## config.mk

```make
export PLATFORM = sky130hd
export DESIGN_NAME = sobel_engine
export DESIGN_NICKNAME = d
export VERILOG_FILES = /design/src/rtl/sobel_engine.sv
export SDC_FILE = /design/constraint.sdc
export NUM_CORES = 1
export LEC_CHECK = 0
export CAP_MARGIN = 0
export CORE_UTILIZATION = 35
export DETAILED_ROUTE_END_ITERATION = 12
export GPL_TIMING_DRIVEN = 0
export SLEW_MARGIN = 10
export SYNTH_ARGS = -nofsm -noshare
export SYNTH_HDL_FRONTEND = slang
export SYNTH_SLANG_ARGS = --single-unit
export TNS_END_PERCENT = 30
```

## constraint.sdc

```tcl
create_clock -name clk -period 9.5 [get_ports clk]
set_input_delay 1.9 -clock clk [delete_from_list [all_inputs] [get_ports clk]]
set_output_delay 1.9 -clock clk [all_outputs]
set_load 0.005 [all_outputs]
```

## src/rtl/sobel_engine.sv

```systemverilog
// Sobel edge engine: one start walks the source ROM and writes |Gx|+|Gy| (sat 8b) per pixel, border = 0.
// Latency: writes trail the last read of column x+1 by 3 cycles; interior writes 4 cycles apart.
// Backpressure: none; ROM data must arrive exactly 1 cycle after the address, RAM must accept every write.
module sobel_engine #(
  parameter int IMG_W  = 256,
  parameter int IMG_H  = 256,
  parameter int ADDR_W = 16
) (
  input  logic              clk,
  input  logic              rst_n,
  input  logic              start,
  output logic [ADDR_W-1:0] src_addr,
  input  logic [7:0]        src_data,
  output logic [ADDR_W-1:0] dst_addr,
  output logic [7:0]        dst_data,
  output logic              dst_we,
  output logic              busy,
  output logic              done
);

  localparam logic [ADDR_W-1:0] W_A        = ADDR_W'(IMG_W);
  localparam logic [ADDR_W-1:0] X_LAST     = ADDR_W'(IMG_W - 1);
  localparam logic [ADDR_W-1:0] X_INT_LAST = ADDR_W'(IMG_W - 2);
  localparam logic [ADDR_W-1:0] Y_INT_LAST = ADDR_W'(IMG_H - 2);

  typedef enum logic [2:0] {
    S_IDLE, S_ZTOP, S_PRELOAD, S_COLUMN, S_REDGE, S_ZBOT, S_FIN
  } state_t;

  state_t            state_q, state_d;
  logic [ADDR_W-1:0] x_q, x_d, y_q, y_d;
  logic [ADDR_W-1:0] row_base_q, row_base_d;   // y * IMG_W, kept incrementally
  logic [2:0]        ph_q, ph_d;               // sub-step inside PRELOAD / COLUMN
  logic [ADDR_W-1:0] src_addr_q, src_addr_d;
  logic [ADDR_W-1:0] dst_addr_q, dst_addr_d;
  logic [7:0]        dst_data_q, dst_data_d;
  logic              dst_we_q, dst_we_d;
  logic              busy_q, busy_d;
  logic              done_q, done_d;

  // Read request for this cycle: which window row, which column, and whether it completes an interior pixel.
  logic              iss_vld, iss_emit;
  logic [1:0]        iss_row;
  logic [ADDR_W-1:0] iss_col, iss_base, iss_waddr;

  // Read tags follow the ROM latency: s1 = address on the bus, s2 = data on src_data.
  logic              s1_vld_q, s1_emit_q, s2_vld_q, s2_emit_q;
  logic [1:0]        s1_row_q, s2_row_q;
  logic [ADDR_W-1:0] s1_waddr_q, s2_waddr_q;
  logic              cmp_vld_q;
  logic [ADDR_W-1:0] cmp_addr_q;
  logic              pipe_busy;

  // p_q[r][c]: r=0 row above, c=0 left column. nc_q holds the top two pixels of the incoming column.
  logic [7:0]        p_q [3][3];
  logic [7:0]        nc_q [2];

  logic [10:0]        gx_pos, gx_neg, gy_pos, gy_neg, gx_abs, gy_abs;
  logic signed [10:0] gx, gy;
  logic [11:0]        mag;
  logic [7:0]         pix_sat;

  assign iss_waddr = row_base_q + x_q;
  assign pipe_busy = s1_vld_q | s2_vld_q | cmp_vld_q;
  assign busy_d    = (state_d != S_IDLE);
  assign src_addr_d = iss_vld ? (iss_base + iss_col) : src_addr_q;

  // Row base of the requested window row (row above, current row, row below).
  always_comb begin
    unique case (iss_row)
      2'd0:    iss_base = row_base_q - W_A;
      2'd1:    iss_base = row_base_q;
      default: iss_base = row_base_q + W_A;
    endcase
  end

  // Sobel kernels on the registered window, magnitude saturated to 8 bits.
  always_comb begin
    gx_pos  = 11'(p_q[0][2]) + {2'b00, p_q[1][2], 1'b0} + 11'(p_q[2][2]);
    gx_neg  = 11'(p_q[0][0]) + {2'b00, p_q[1][0], 1'b0} + 11'(p_q[2][0]);
    gy_pos  = 11'(p_q[2][0]) + {2'b00, p_q[2][1], 1'b0} + 11'(p_q[2][2]);
    gy_neg  = 11'(p_q[0][0]) + {2'b00, p_q[0][1], 1'b0} + 11'(p_q[0][2]);
    gx      = $signed(gx_pos - gx_neg);
    gy      = $signed(gy_pos - gy_neg);
    gx_abs  = gx[10] ? 11'(-gx) : 11'(gx);
    gy_abs  = gy[10] ? 11'(-gy) : 11'(gy);
    mag     = {1'b0, gx_abs} + {1'b0, gy_abs};
    pix_sat = (mag > 12'd255) ? 8'hFF : mag[7:0];
  end

  // Frame walker: border writes and read scheduling; interior results override from the compute stage.
  always_comb begin
    state_d    = state_q;
    x_d        = x_q;
    y_d        = y_q;
    row_base_d = row_base_q;
    ph_d       = ph_q;
    dst_we_d   = 1'b0;
    dst_addr_d = '0;
    dst_data_d = '0;
    done_d     = 1'b0;
    iss_vld    = 1'b0;
    iss_emit   = 1'b0;
    iss_row    = 2'd0;
    iss_col    = '0;
    unique case (state_q)
      S_IDLE: begin
        if (start) begin
          state_d    = S_ZTOP;
          x_d        = '0;
          y_d        = '0;
          row_base_d = '0;
          ph_d       = '0;
        end
      end
      S_ZTOP: begin
        dst_we_d   = 1'b1;
        dst_addr_d = row_base_q + x_q;
        x_d        = x_q + 1'b1;
        if (x_q == X_LAST) begin
          x_d        = '0;
          y_d        = ADDR_W'(1);
          row_base_d = W_A;
          ph_d       = '0;
          state_d    = S_PRELOAD;
        end
      end
      S_PRELOAD: begin
        if (ph_q == 3'd0) begin
          dst_we_d   = 1'b1;
          dst_addr_d = row_base_q;
        end
        iss_vld = 1'b1;
        if (ph_q < 3'd3) begin
          iss_row = ph_q[1:0];
          iss_col = '0;
        end else begin
          iss_row = 2'(ph_q - 3'd3);
          iss_col = ADDR_W'(1);
        end
        ph_d = ph_q + 3'd1;
        if (ph_q == 3'd5) begin
          ph_d    = '0;
          x_d     = ADDR_W'(1);
          state_d = S_COLUMN;
        end
      end
      S_COLUMN: begin
        if (ph_q != 3'd3) begin
          iss_vld  = 1'b1;
          iss_row  = ph_q[1:0];
          iss_col  = x_q + 1'b1;
          iss_emit = (ph_q == 3'd2);
        end
        ph_d = ph_q + 3'd1;
        if (ph_q == 3'd3) begin
          ph_d = '0;
          if (x_q == X_INT_LAST) state_d = S_REDGE;
          else                   x_d     = x_q + 1'b1;
        end
      end
      S_REDGE: begin
        // Hold the right-edge write until the last interior result of the row has gone out.
        if (!pipe_busy) begin
          dst_we_d   = 1'b1;
          dst_addr_d = row_base_q + X_LAST;
          row_base_d = row_base_q + W_A;
          x_d        = '0;
          ph_d       = '0;
          if (y_q == Y_INT_LAST) begin
            state_d = S_ZBOT;
          end else begin
            y_d     = y_q + 1'b1;
            state_d = S_PRELOAD;
          end
        end
      end
      S_ZBOT: begin
        dst_we_d   = 1'b1;
        dst_addr_d = row_base_q + x_q;
        x_d        = x_q + 1'b1;
        if (x_q == X_LAST) begin
          x_d     = '0;
          state_d = S_FIN;
        end
      end
      S_FIN: begin
        done_d  = 1'b1;
        state_d = S_IDLE;
      end
      default: state_d = S_IDLE;
    endcase
    if (cmp_vld_q) begin
      dst_we_d   = 1'b1;
      dst_addr_d = cmp_addr_q;
      dst_data_d = pix_sat;
    end
  end

  // FSM state, counters and all registered outputs.
  always_ff @(posedge clk or negedge rst_n) begin
    if (!rst_n) begin
      state_q    <= S_IDLE;
      x_q        <= '0;
      y_q        <= '0;
      row_base_q <= '0;
      ph_q       <= '0;
      src_addr_q <= '0;
      dst_addr_q <= '0;
      dst_data_q <= '0;
      dst_we_q   <= 1'b0;
      busy_q     <= 1'b0;
      done_q     <= 1'b0;
    end else begin
      state_q    <= state_d;
      x_q        <= x_d;
      y_q        <= y_d;
      row_base_q <= row_base_d;
      ph_q       <= ph_d;
      src_addr_q <= src_addr_d;
      dst_addr_q <= dst_addr_d;
      dst_data_q <= dst_data_d;
      dst_we_q   <= dst_we_d;
      busy_q     <= busy_d;
      done_q     <= done_d;
    end
  end

  // Read-tag pipeline, column capture and window shift; a completed interior column triggers one compute.
  always_ff @(posedge clk or negedge rst_n) begin
    if (!rst_n) begin
      s1_vld_q   <= 1'b0;
      s1_emit_q  <= 1'b0;
      s1_row_q   <= '0;
      s1_waddr_q <= '0;
      s2_vld_q   <= 1'b0;
      s2_emit_q  <= 1'b0;
      s2_row_q   <= '0;
      s2_waddr_q <= '0;
      cmp_vld_q  <= 1'b0;
      cmp_addr_q <= '0;
      nc_q[0]    <= '0;
      nc_q[1]    <= '0;
      for (int r = 0; r < 3; r++)
        for (int c = 0; c < 3; c++)
          p_q[r][c] <= '0;
    end else begin
      s1_vld_q   <= iss_vld;
      s1_emit_q  <= iss_emit;
      s1_row_q   <= iss_row;
      s1_waddr_q <= iss_waddr;
      s2_vld_q   <= s1_vld_q;
      s2_emit_q  <= s1_emit_q;
      s2_row_q   <= s1_row_q;
      s2_waddr_q <= s1_waddr_q;
      cmp_vld_q  <= 1'b0;
      if (s2_vld_q) begin
        if (s2_row_q == 2'd2) begin
          for (int r = 0; r < 3; r++) begin
            p_q[r][0] <= p_q[r][1];
            p_q[r][1] <= p_q[r][2];
          end
          p_q[0][2]  <= nc_q[0];
          p_q[1][2]  <= nc_q[1];
          p_q[2][2]  <= src_data;
          cmp_vld_q  <= s2_emit_q;
          cmp_addr_q <= s2_waddr_q;
        end else begin
          nc_q[s2_row_q[0]] <= src_data;
        end
      end
    end
  end

  assign src_addr = src_addr_q;
  assign dst_addr = dst_addr_q;
  assign dst_data = dst_data_q;
  assign dst_we   = dst_we_q;
  assign busy     = busy_q;
  assign done     = done_q;

endmodule

```

### After elaboration in Yosys (flattened, before gate mapping)

Index checks and enable logic that the tools add are counted.

| operators by class | value |
|---|---|
| $add $sub $neg | 22 |
| magnitude comparators | 4 |
| equality and inequality tests | 22 |
| multiplexer cells | 58 |
| bitwise operators | 4 |
| reductions and logical operators | 15 |

Operators with widths:

| cell | number |
|---|---|
| $mux W16 | 15 |
| $pmux W16 S3 | 3 |
| $pmux W16 S5 | 1 |
| $pmux W16 S2 | 2 |
| $eq A16 B8 Y1 const B | 3 |
| $add A10 B8 Y11 | 4 |
| $add A8 B9 Y10 | 4 |
| $mux W3 | 13 |
| $add A16 B1 Y16 const B | 2 |
| $add A16 B16 Y16 | 2 |
| $mux W8 | 3 |
| $mux W11 | 2 |
| $neg A11 Y11 | 2 |
| $sub A11 B11 Y11 | 2 |
| $pmux W3 S6 | 1 |
| $add A16 B8 Y16 const B | 1 |
| $add A16 B9 Y16 const B | 1 |
| $bwmux W16 | 1 |
| $sub A16 B9 Y16 const B | 1 |
| $pmux W3 S5 | 1 |
| $ne A2 B2 Y1 const B | 7 |
| $add A11 B11 Y12 | 1 |
| $eq A3 B2 Y1 const B | 4 |
| $eq A3 B3 Y1 const B | 4 |
| other kinds (29) | 45 |

| word-level totals | value |
|---|---|
| flip-flop bits (word level) | 242 |
| input bits | 11 |
| output and inout port bits | 43 |
| logic and storage cells | 157 |

### Longest topological paths before layout

| logic depth | value |
|---|---|
| depth in word-level cells | 9 |
| depth in mapped cells | 24 |
| mapped depth without buffers | 23 |

### Worst setup path after synthesis

OpenSTA, ideal clock, no wires.

| timing | value |
|---|---|
| path type | reg2reg |
| start point | reg p_q[4] (netlist bit) |
| end point | reg dst_data_q[2], in the netlist dst_data[2] |
| setup time | 0.119 ns |
| arrival time | 5.539 ns |
| data required time | 9.381 ns |
| setup slack | 3.842 ns |
| stages on the path, launching flop included | 23 |
| path buffers | 1 |
| clock period less this slack | 5.658 ns |
| cells stage by stage | dfrtp_1 inv_1 fa_1 inv_1 fa_1 inv_1 fa_1 inv_1 ha_1 and3_1 a221o_1 o221a_2 o21a_1 nor2_1 clkbuf_1 o21ai_0 fa_1 a21o_1 a21oi_1 o21a_1 o31ai_1 a211o_1 o21a_1 |

| on the way | value |
|---|---|
| word-level cells in the longest chain between the ends | 8 |
| elaborated cells on any way between the ends | 12 |
| those cells by class | 7 x add/sub; 1 x order compare; 4 x mux |

Ends and longest elaborated chain:

| item | line | source |
|---|---|---|
| start: declaration | 55 | `logic [7:0] p_q [3][3];` |
| start signal: indexed assignment | 260 | `p_q[r][0] <= p_q[r][1];` |
| start signal: indexed assignment | 261 | `p_q[r][1] <= p_q[r][2];` |
| $add A10 B8 Y11 (on tied branches) | 79, 81 |  |
| $sub A11 B11 Y11 (on tied branches) | 83, 84 |  |
| $neg A11 Y11 (on tied branches) | 85, 86 |  |
| $mux W11 (on tied branches) | 85, 86 |  |
| $add A11 B11 Y12 * | 87 | `mag = {1'b0, gx_abs} + {1'b0, gy_abs};` |
| $gt A12 B8 Y1 | 88 | `pix_sat = (mag > 12'd255) ? 8'hFF : mag[7:0];` |
| $mux W8 * | 88 |  |
| $mux W8 * | 193 | `if (cmp_vld_q) begin` |
| named net dst_data_d[2] | 36 | `logic [7:0] dst_data_q, dst_data_d;` |
| end signal: assignment | 222 | `dst_data_q <= dst_data_d;` |
| end: declaration | 36 |  |

Mark *: on every way through the listed nets, which the timed path passes. The rest lies on a longest branch.
A chain may end at the register's enable or synchronous reset.

### Final worst setup path

| timing | value |
|---|---|
| start point | reg p_q[4] (netlist bit) |
| end point | reg dst_data_q[4], in the netlist dst_data[4] |

The elaborated chain is that of the path after synthesis.

==> flow_summary.toml <==
[outcome]
status = "finished clean"

[hold_path]
holdPathEnd = "s2_row_q[1]"
holdCritPathClass = "reg -> reg"
hp-start = "s1_row_q[1]"
worstHoldPathCells = 0

[logic_synthesis]
synthArstFlopShare = 1.00
synth_area_leaders = "dfrtp_1, fa_1, mux2_2, ha_1, inv_1"
syn-cell-area_um2 = 13400
synth_cell_types = 70
synthCells = 1294
ys_top_cells_by_count = "dfrtp_1, inv_1, o21ai_0"
synth_area_leader_cell = "dfrtp_1"
ys_seq_area_frac = 0.436
yosysWarningCount = 0
yosysTopAreaCellShare = 0.436
ys_seq_elements = 234
synth_area_per_cell_um2 = 10.4
yosysMostFrequentCell = "dfrtp_1"
synth-edff-count = 0
synthesis.nets = 1433
synth_ff_type = "dfrtp_1"

[setup_path]
r2r-end = "dst_data[4]"
critical_path_arrival_ns = 6.74
critPathCaptureType = "flip-flop"
startpoint = "p_q[4]"
rr_startpoint = "p_q[4]"
reg2regPathDepth = 22
required_ns = 9.95
timing.reg2reg.setup_slack_ns = 3.21
critPathKind = "reg -> reg"
cp_max_fo = 10
cp-start-kind = "flip-flop"

[sta]
setup_violations = 0
rsz0062_at_grt = "false"
maxSlewViolCount = 0
slew_headroom = 0.317
fin_ws_ns = 3.21
worstMarginPinSlew_ns = 1.02
finalCritPeriodShare = 0.662
skew_ns = 0.0116
min_period_ns = 6.29
report.final.hold_viol_count = 0
fmax_ghz = 0.159

[drt]
final_antenna_net_count = 0
drc_errors = 0
wire_per_inst_um = 15.6
via_count = 9377
firstDrtPassIters = 6
drt_iter0_drc = 444
routed_via_density = 4.91
wl_um = 29900

[flow_run]
maxCapViolations = 0

[place]
placedCellCount = 1861
gp_routability_congestion = 0.866
hpwl_um = 22700
dp_slack_ns = 3.17
port_buffers = 53

[grt]
use_met1 = 0.201
track_usage = 0.158
gr-usage-met3 = 0.0227
grt_pass1_vias = 9505
busiest_layer = "met2"
grt_max_degree = 108
use_met2 = 0.280
antenna_found_initial = 0
grt_pass1_wl_um = 49200
grt-ovfl-total = 0

[finish]
regMostFlops = "p_q"
utilization = 0.413
area_growth_pct = 16.1
fin_nets = 1518
drive_above_1_share = 0.111
largest_reg_flops = 72
diodes = 0
finalNonFillerCells = 1911

[cts]
cts.sinks = 234
cts-resized-gates = 0
clk_pin_slew_worst_paths_ns = 0.06
cts_hold_buffers = 0
numCtsBuffers = 27
cts_tree = "done"
clk_latency_ns = 0.57
cts_setup_buffers = 0
root_buffer = "clkbuf_16"
h-tree-depth = 1
clk_path_buf_depth = 3

[pwr]
switchingPower_w = 0.000596
switching_share = 0.254
pwr-share-clk = 0.457
p_comb_frac = 0.113
p_int_w = 0.00175
power_density_nw_per_um2 = 150
vdd_drop_max_v = 0.000135
pwr-share-seq = 0.430
leakagePower_nw = 6.92

[die]
rows = 71
die_height_um = 198
start_util = 0.356
core-area_um2 = 37800
die_w_um = 198
die_area_um2 = 39200
io_pins = 54
==> through the flow <==
step                setup TNS (ns)  power [W]  cell area (um2)  hold WS [ns]
detailed placement               0    0.00129            14700         0.335
global placement           -797.96    0.00129            14600         0.331
global route                     0    0.00245            15600         0.351
floorplan                        0    0.00122            13400         0.331
CTS                              0    0.00238            15600         0.344
finish                           0    0.00235            15600         0.342
==> power by group through the flow <==
stage	Clock [W]	Combinational [W]	Sequential, W
3_5_place_dp	0	0.000266	0.00103
6_report	0.00107	0.000264	0.00101
2_1_floorplan	0	0.000196	0.00103
4_1_cts	0.00111	0.000268	0.00101
3_3_place_gp	0	0.000258	0.00103
5_1_grt	0.00114	0.000303	0.00101
==> cell type report <==
| type | instances | area, um2 |
|---|---|---|
| Timing Repair Buffer | 56 | 602 |
| Multi-Input combinational cell | 864 | 6820 |
| Buffer | 48 | 216 |
| Clock inverter | 14 | 178 |
| Fill cell | 3625 | 22200 |
| Clock buffer | 36 | 739 |
| Tap cell | 511 | 639 |
| Sequential cell | 234 | 5860 |
| Inverter | 148 | 556 |
==> kinds of logic after synthesis <==
logic type / after synthesis / share of synthesized area
simple gates: 342 / 0.125
mux: 83 / 0.0693
xor+xnor: 76 / 0.0495
fa+ha+maj: 128 / 0.155
flops: 234 / 0.436
compound gates: 235 / 0.108
buf+inv: 196 / 0.0574
==> per-layer routing <==
layer  wire length (um)  up-vias  share of wire
li1                   -     4532              -
met3                888       48          0.030
met1              13200     4651           0.44
met2              15100      146           0.50
met4                716        0          0.024
met5                  0        -              0
==> how the worst max path moves through the flow <==
stage	endpoint	slack [ns]	cells after the start
3_3_place_gp	dst_addr[14]	-3.43	1
6_report	dst_data[4]	3.21	22
5_1_grt	dst_data[4]	2.80	22
2_1_floorplan	dst_data[2]	3.84	22
3_5_place_dp	dst_data[7]	3.17	22
4_1_cts	dst_data[7]	3.17	22
==> layout by cell type (no fill, tap or decap), types with 13 or more instances in the layout <==
master	count
nor3_1	25
or3_1	13
fa_1	65
xor2_1	19
mux2_2	81
clkbuf_1	34
ha_1	63
nand3_1	23
o21ai_0	109
o31ai_1	15
clkbuf_16	27
nor2_1	92
a21oi_1	36
nand2_1	108
dfrtp_1	234
inv_1	147
o21a_1	18
clkdlybuf4s50_1	52
and3_1	19
xnor2_1	57
==> critical path: stages (launching register included) <==
cell	delay (ns)
dfrtp_1	0.33
inv_1	0.10
fa_1	0.55
inv_1	0.05
fa_1	0.47
inv_1	0.06
fa_1	0.53
inv_1	0.05
ha_1	0.37
and3_1	0.21
a221o_1	0.37
o221a_2	0.30
o21a_1	0.17
nor2_1	0.17
clkbuf_1	0.33
o21ai_0	0.23
fa_1	0.49
a21o_1	0.19
a21oi_1	0.32
o21a_1	0.16
o31ai_1	0.07
a211o_1	0.42
o21a_1	0.22
Power figures use the tool's default switching activity.
